--- src/rtl/mul_div_unit.sv ---
// Iterative RISC-V M-extension multiply/divide unit: shift-add multiply and
// restoring divide on magnitudes, fixed XLEN+1 cycle latency for every op.
module mul_div_unit #(
  parameter int XLEN = 32
) (
  input  logic            clk,
  input  logic            rst,
  input  logic            start,
  input  logic [2:0]      op,
  input  logic [XLEN-1:0] a,
  input  logic [XLEN-1:0] b,
  output logic            busy,
  output logic            done,
  output logic [XLEN-1:0] result
);

  localparam int CW = $clog2(XLEN);

  localparam logic [1:0] S_IDLE = 2'd0;
  localparam logic [1:0] S_CALC = 2'd1;
  localparam logic [1:0] S_FIN  = 2'd2;

  logic [1:0]        r_state;
  logic [CW-1:0]     r_cnt;
  logic [2*XLEN-1:0] r_acc;
  logic [XLEN-1:0]   r_bop;
  logic [2:0]        r_op;
  logic              r_neg;
  logic              r_done;
  logic [XLEN-1:0]   r_result;

  logic              w_a_signed;
  logic              w_b_signed;
  logic              w_a_neg;
  logic              w_b_neg;
  logic [XLEN-1:0]   w_a_abs;
  logic [XLEN-1:0]   w_b_abs;
  logic              w_neg;
  logic [XLEN:0]     w_mul_sum;
  logic [2*XLEN-1:0] w_mul_next;
  logic [XLEN:0]     w_trial;
  logic [2*XLEN-1:0] w_div_next;
  logic [2*XLEN-1:0] w_prod_neg;
  logic [XLEN-1:0]   w_lo_fix;
  logic [XLEN-1:0]   w_hi_fix;
  logic [XLEN-1:0]   w_res;

  assign w_a_signed = (op == 3'b001) || (op == 3'b010) || (op == 3'b100) || (op == 3'b110);
  assign w_b_signed = (op == 3'b001) || (op == 3'b100) || (op == 3'b110);
  assign w_a_neg    = w_a_signed & a[XLEN-1];
  assign w_b_neg    = w_b_signed & b[XLEN-1];
  assign w_a_abs    = w_a_neg ? -a : a;
  assign w_b_abs    = w_b_neg ? -b : b;

  // A zero divisor must leave the all-ones quotient unnegated, so DIV by zero
  // returns all ones whatever the dividend sign.
  always_comb begin
    w_neg = 1'b0;
    case (op[2:1])
      2'b10:   w_neg = (w_a_neg ^ w_b_neg) & (|b);
      2'b11:   w_neg = w_a_neg;
      default: w_neg = w_a_neg ^ w_b_neg;
    endcase
  end

  // Multiply: upper half accumulates, lower half holds the shifting multiplier.
  assign w_mul_sum  = {1'b0, r_acc[2*XLEN-1:XLEN]} + {1'b0, r_bop};
  assign w_mul_next = r_acc[0] ? {w_mul_sum, r_acc[XLEN-1:1]}
                               : {1'b0, r_acc[2*XLEN-1:1]};

  // Divide: upper half is the partial remainder, lower half dividend/quotient.
  assign w_trial    = r_acc[2*XLEN-1:XLEN-1] - {1'b0, r_bop};
  assign w_div_next = w_trial[XLEN] ? {r_acc[2*XLEN-2:0], 1'b0}
                                    : {w_trial[XLEN-1:0], r_acc[XLEN-2:0], 1'b1};

  assign w_prod_neg = -r_acc;
  assign w_lo_fix   = r_neg ? -r_acc[XLEN-1:0] : r_acc[XLEN-1:0];
  assign w_hi_fix   = r_neg ? -r_acc[2*XLEN-1:XLEN] : r_acc[2*XLEN-1:XLEN];

  always_comb begin
    w_res = w_lo_fix;
    case (r_op)
      3'b001, 3'b010, 3'b011:
        w_res = r_neg ? w_prod_neg[2*XLEN-1:XLEN] : r_acc[2*XLEN-1:XLEN];
      3'b110, 3'b111:
        w_res = w_hi_fix;
      default:
        w_res = w_lo_fix;
    endcase
  end

  // NOTE: state registers use non-blocking assignments so every register in
  // this block samples pre-edge values, independent of statement order.
  always_ff @(posedge clk or posedge rst) begin
    if (rst) begin
      r_state  <= S_IDLE;
      r_cnt    <= '0;
      r_acc    <= '0;
      r_bop    <= '0;
      r_op     <= '0;
      r_neg    <= 1'b0;
      r_done   <= 1'b0;
      r_result <= '0;
    end else begin
      r_done <= 1'b0;
      case (r_state)
        S_IDLE: begin
          if (start) begin
            r_op    <= op;
            r_neg   <= w_neg;
            r_cnt   <= '0;
            r_acc   <= op[2] ? {{XLEN{1'b0}}, w_a_abs} : {{XLEN{1'b0}}, w_b_abs};
            r_bop   <= op[2] ? w_b_abs : w_a_abs;
            r_state <= S_CALC;
          end
        end
        S_CALC: begin
          r_acc <= r_op[2] ? w_div_next : w_mul_next;
          r_cnt <= r_cnt + CW'(1);
          if (r_cnt == CW'(XLEN - 1)) r_state <= S_FIN;
        end
        S_FIN: begin
          r_result <= w_res;
          r_done   <= 1'b1;
          r_state  <= S_IDLE;
        end
        default: r_state <= S_IDLE;
      endcase
    end
  end

  assign busy   = (r_state != S_IDLE);
  assign done   = r_done;
  assign result = r_result;

endmodule

--- config.mk ---
export PLATFORM = sky130hd
export DESIGN_NAME = mul_div_unit
export DESIGN_NICKNAME = d
export VERILOG_FILES = /design/src/rtl/mul_div_unit.sv
export SDC_FILE = /design/constraint.sdc
export NUM_CORES = 1
export LEC_CHECK = 0
export CORE_MARGIN = 2
export CORE_UTILIZATION = 45
export DETAILED_ROUTE_END_ITERATION = 7
export DONT_BUFFER_PORTS = 1
export PLACE_DENSITY = 0.65
export SETUP_SLACK_MARGIN = 0.1
export SKIP_LAST_GASP = 1
export SLEW_MARGIN = 15
export SYNTH_ARGS = -nofsm -noshare
export SYNTH_HDL_FRONTEND = slang
export SYNTH_SLANG_ARGS = --single-unit
--- constraint.sdc ---
create_clock -name clk -period 3.8 [get_ports clk]
set_input_delay 0.38 -clock clk [delete_from_list [all_inputs] [get_ports clk]]
set_output_delay 0.38 -clock clk [all_outputs]
set_load 0.03 [all_outputs]
Word level (Yosys, flattened, before mapping). Index checks and enable logic that the tools add are counted.

Eq/ne operators: 16. Reduce and logical (&&, ||, !) cells: 14. Bitwise gates (word level): 4. Multiplexer cells: 20. $add $sub $neg: 8.

Operators with widths (number): 2-to-1 mux 64 bit (4); 2-to-1 mux 32 bit (7); negation 32 bit (4); one-hot mux 64 bit (2 select lines) (1); negation 64 bit (1); one-hot mux 32 bit (2 select lines) (1); adder 32 x 32 -> 33 bit (1); subtractor 33 x 32 -> 33 bit (1); OR reduction 32 bit (1); equality test 3 bit, second input constant (4); one-hot mux 5 bit (2 select lines) (1); equality test 3 x 2 -> 1 bit, second input constant (3); equality test 2 bit, second input constant (3); equality test 3 x 1 -> 1 bit, second input constant (2); AND reduction 2 bit (3); adder 5 x 1 -> 5 bit, second input constant (1); equality test 5 bit, second input constant (1); logical OR 1 bit (5); 2-to-1 mux 5 bit (1); 2-to-1 mux 2 bit (2); != test 2 bit, second input constant (2); one-hot mux 2 bit (2 select lines) (1); nonzero test 2 bit (2); bitwise AND 1 bit (3); other kinds (7) (7).

Word-level logic and storage cells: 70. Input bits: 70. Register bits after elaboration: 140.

Logic depth before layout (Yosys ltp).
Depth in word-level cells: 9. Depth in mapped cells: 14. Gate-level depth less buffers: 12.

Worst setup path after synthesis. Ideal clock, no wire load.

Kind: reg-to-reg. Start point: register r_acc[31]. End point: register r_acc[47]. Period minus slack after synthesis: 3.008 ns. Library setup time: 0.142 ns. Stages on the path, launching flop included: 15. Arrival: 2.866 ns. Path buffers: 2. Path slack: 0.792 ns. Cell sequence: dfrtp_1 -> inv_1 -> ha_1 -> fa_1 -> nor2b_1 -> o31a_1 -> o41a_1 -> nand3_1 -> a31oi_2 -> o21a_1 -> buf_2 -> nor2_8 -> buf_6 -> mux2i_1 -> o221ai_1.

Word-level cells in the longest chain between the ends: 4.

Ends and longest elaborated chain: start, declared (line 25) `logic [2*XLEN-1:0] r_acc;`; start signal, assigned (line 112) `r_acc <= op[2] ? {{XLEN{1'b0}}, w_a_abs} : {{XLEN{1'b0}}, w_b_abs};`; start signal, assigned (line 118) `r_acc <= r_op[2] ? w_div_next : w_mul_next;`; subtractor 33 x 32 -> 33 bit (line 72) `assign w_trial = r_acc[2*XLEN-1:XLEN-1] - {1'b0, r_bop};`; 2-to-1 mux 64 bit (line 73) `assign w_div_next = w_trial[XLEN] ? {r_acc[2*XLEN-2:0], 1'b0}`; 2-to-1 mux 64 bit (line 118); one-hot mux 64 bit (2 select lines) (line 106) `case (r_state)`.

No other way between the ends. A chain may end at the register's enable or synchronous reset.

Final worst setup path.
Start point: register r_acc[32]. End point: register r_acc[58].

Word-level cells in the longest chain between the ends: 4. Elaborated cells on any way between the ends: 6. Classes of those cells: add/sub: 2; mux: 4.

Ends and longest elaborated chain (line): subtractor 33 x 32 -> 33 bit / adder 32 x 32 -> 33 bit (equally long branches) (72, 67); 2-to-1 mux 64 bit (on tied branches) (73, 68); 2-to-1 mux 64 bit (*) (118); one-hot mux 64 bit (2 select lines) (*) (106).

Mark *: on every way between the ends. The rest lies on a longest branch, timed or not.

==> flow_summary_export.csv <==
group,metric,value,unit
place,portBuffers,0,
floorplan,core-area,0.0316,mm²
timing,fmax,284,MHz
worst_hold_path,hold_path.class,"in2async",
worst_setup_path,startpoint_type,"flip-flop",
worst_setup_path,cpPeakStageDelay,590,ps
floorplan,die_area,0.0337,mm²
drt,met3_length,5.19,mm
drt,antenna_left,0,
timing,skew,9.52,ps
power_and_ir_drop,ir_drop,0.508,mV
drt,met2_length,23.1,mm
floorplan,die_y,184,µm
synth,synth_edf_count,0,
worst_setup_path,worstPathRequired,4130,ps
worst_setup_path,path_max_fanout,9,
global_route,grt_antenna_before_repair,4,
drt,wl_met1,23.0,mm
drt,top_layer,"met5",
worst_setup_path,timing.reg2reg.setup_slack,280,ps
cells_and_area,drive_gt1_share,8.42,%
floorplan,die_x,184,µm
synth,synth_cell_type_count,93,
worst_setup_path,cp_top_family,"compound AO/OA/AOI/OAI gates",
clocking,cts.path.max_buffers,2,
drt,wl,53.6,mm
synth,seq_area_frac_synth,24.1,%
timing,worst_pin_slew,928,ps
synth,ys_warn_count,0,
clocking,cts.sinks,140,
timing,final-max-slew-violation-count,0,
global_route,grt_pass1_vias,13800,
clocking,postCtsSetupRepairBufs,0,
worst_setup_path,critPathSlowestCell,"a211oi_1",
run_status,status,"complete, no violations",
timing,post-route-period-util,92.6,%
clocking,htreeDepth,4,
drt,drt_iter0_markers,1792,
clocking,postCtsHoldBufs,0,
floorplan,ioPinCount,104,
drt,drc_errors,0,
global_route,grt_pass1_wl,82.1,mm
worst_setup_path,cp-startpoint,"r_acc[32]",
synth,synthFlopType,"dfrtp_1",
timing,grt_setup_unrepaired,"no",
worst_setup_path,critPathArrivalTime,3850,ps
timing,final.min_clock_period,3520,ps
drt,firstDrtPassIters,7,
power_and_ir_drop,total_power,18.2,mW
timing,relSlewSlack,38.1,%
worst_setup_path,critPathKind,"reg2reg",
timing,fin_tns_setup,0,ps
synth,synthArstFlopShare,100,%
place,place.gp.congestion,0.991,
place,hpwl,41.0,mm
cells_and_area,n_antenna_cell,0,
timing,hold_violations,0,
global_route,grt_overflow_total,0,
cells_and_area,layout-area-overhead-vs-synth,7.65,%
worst_setup_path,worst-r2r-cell-count,11,
clocking,clk_latency,440,ps
floorplan,rows,65,
worst_setup_path,r2r_start,"r_acc[32]",
synth,syn-num-nets,2062,
drt,wl_per_cell,23.4,µm
job,max_cap_viol_count,0,
power_and_ir_drop,p_leak,6.49,nW
drt,num_vias,14800,
cells_and_area,nFillCells,3105,
worst_setup_path,cp-end-kind,"flip-flop",
worst_setup_path,worstSetupPathDepth,11,
drt,viasPerCell,6.45,
global_route,grt_max_degree,141,
synth,yosys_register_bits,140,
synth,postSynthAreaPerCell,7.56,µm²
cells_and_area,layout.nets,2019,
clocking,cts_made_buffers,17,
power_and_ir_drop,p_per_area,1160,mW/mm²
worst_setup_path,timing.rr.end,"r_acc[58]",
floorplan,start_util,45.9,%
worst_setup_path,worstPathCellList,"inv_1, fa_1, nor2b_1, o31a_1, o41a_1, a211oi_1, o211ai_1, a41oi_1, xor2_1, o2111ai_1, a32o_1",
cells_and_area,fin_util,49.4,%
timing,setup-violations-final,0,
synth,syn_area,0.0145,mm²
synth,syn_inst,1920,
global_route,grt.total_usage,31.7,%
clocking,clk_pin_slew_worst_paths,70,ps
clocking,cts_root_buf,"clkbuf_16",
worst_setup_path,critical_path.endpoint,"r_acc[58]",
worst_setup_path,cp.buffers_inverters,1,
clocking,cts_tree,"built",
[flip-flops by register name (all words and copies together) (netlist names)]
| name | cells |
|---|---|
| r_acc | 64 |
| r_bop | 32 |
| result | 32 |
| r_cnt | 5 |
| r_op | 3 |
| r_state | 2 |
| done | 1 |
| r_neg | 1 |
[what timing repair did]
item | in CTS | in global routing
setup endpoints to repair | 0 | 7
hold endpoints to repair | 0 | 0
resized for setup | 0 | 3
[per-layer routing]
metal	GRT usage, %	up-vias
met5	0	-
met4	13.9	6
met3	7.03	127
met2	48.0	722
met1	43.2	7037
li1	-	6882
[Yosys cell counts, drive strengths merged, types with 10 or more instances]
cell / instances / area (µm²)
nor2b: 13 / 81.3
a31oi: 28 / 181
nand3: 37 / 190
nand2b: 24 / 150
o21ai: 174 / 875
o211ai: 41 / 308
o21a: 12 / 90.1
clkbuf: 114 / 429
a21o: 28 / 210
and3: 13 / 81.3
nor2: 155 / 601
nand2: 228 / 858
o221ai: 11 / 103
o31ai: 30 / 258
and2: 10 / 62.6
a21oi: 174 / 871
o22ai: 21 / 131
buf: 25 / 149
mux2i: 62 / 621
or3: 20 / 135
xor2: 79 / 692
or4: 13 / 113
o41ai: 11 / 96.3
a211oi: 43 / 323
ha: 70 / 876
dfrtp: 140 / 3500
xnor2: 94 / 823
inv: 59 / 221
nand4: 11 / 68.8
nor3: 46 / 257
nor4: 19 / 155
[logic make-up after synthesis]
| kind of cell | synth area share (%) |
|---|---|
| compound gates | 28.4 |
| xor+xnor | 10.4 |
| simple gates | 20.7 |
| mux | 4.51 |
| flops | 24.1 |
| fa+ha+maj | 6.31 |
| buf+inv | 5.53 |
[layout by cell type (no fill, tap or decap), types with 11 or more instances in the layout]
master,count
nor4_1,16
nand2_1,226
a211oi_1,43
o211ai_1,41
o31ai_1,27
nand3_1,36
o41ai_1,11
dfrtp_1,137
ha_1,70
inv_1,58
a31oi_1,27
mux2i_1,62
o21ai_0,157
nand4_1,11
buf_4,76
or3_1,18
nand2b_1,23
nor2_1,151
and3_1,13
nor3_1,42
xor2_1,79
a21oi_1,173
nor2b_1,12
a21o_1,28
o21ai_1,16
xnor2_1,94
o21a_1,12
clkbuf_16,17
o22ai_1,21
[worst register-to-register path, stage by stage, from the launching register on]
cell and delay [ps]:
dfrtp_2 480, inv_1 170, fa_1 220, nor2b_1 70, o31a_1 270, o41a_1 470
a211oi_1 590, o211ai_1 210, a41oi_1 250, xor2_1 250, o2111ai_1 140, a32o_1 270
[power by group]
part | switching, mW | internal [mW] | leakage (nW)
combinational | 8.01 | 5.22 | 4.55
clock | 0.742 | 0.921 | 0.266
sequential | 1.13 | 2.16 | 1.67
total | 9.88 | 8.30 | 6.49
[per-stage QoR]
| step | setup WS (ps) | instances | hold WS, ps | instance area, µm² |
|---|---|---|---|---|
| final | 282 | 2291 | 27.0 | 15600 |
| after global routing | 159 | 2291 | 42.3 | 15600 |
| after CTS | 293 | 2291 | 37.4 | 15600 |
| after detailed placement | 316 | 2260 | 486 | 15100 |
| after global placement | 395 | 2260 | 469 | 15100 |
| after floorplan | 792 | 1920 | 447 | 14500 |
[area by class of cell]
type / instances / area [µm²] / area share, %
multi-input cells: 1581 / 10200 / 65.5
flip-flops and latches: 140 / 3510 / 22.4
repair buffers: 77 / 591 / 3.78
well taps: 402 / 503 / 3.22
clock buffers: 19 / 443 / 2.83
inverters: 60 / 229 / 1.46
clock inverters: 12 / 115 / 0.736
[worst min path at each step]
stage          endpoint  cells after the start  slack [ps]
2_1_floorplan   r_op[0]                      2         450
3_3_place_gp   r_cnt[3]                      1         470
3_5_place_dp   r_cnt[3]                      1         490
4_1_cts         r_op[1]                      2          40
5_1_grt         r_op[1]                      2          40
6_report       r_acc[9]                      2          30
Power figures use the tool's default switching activity.
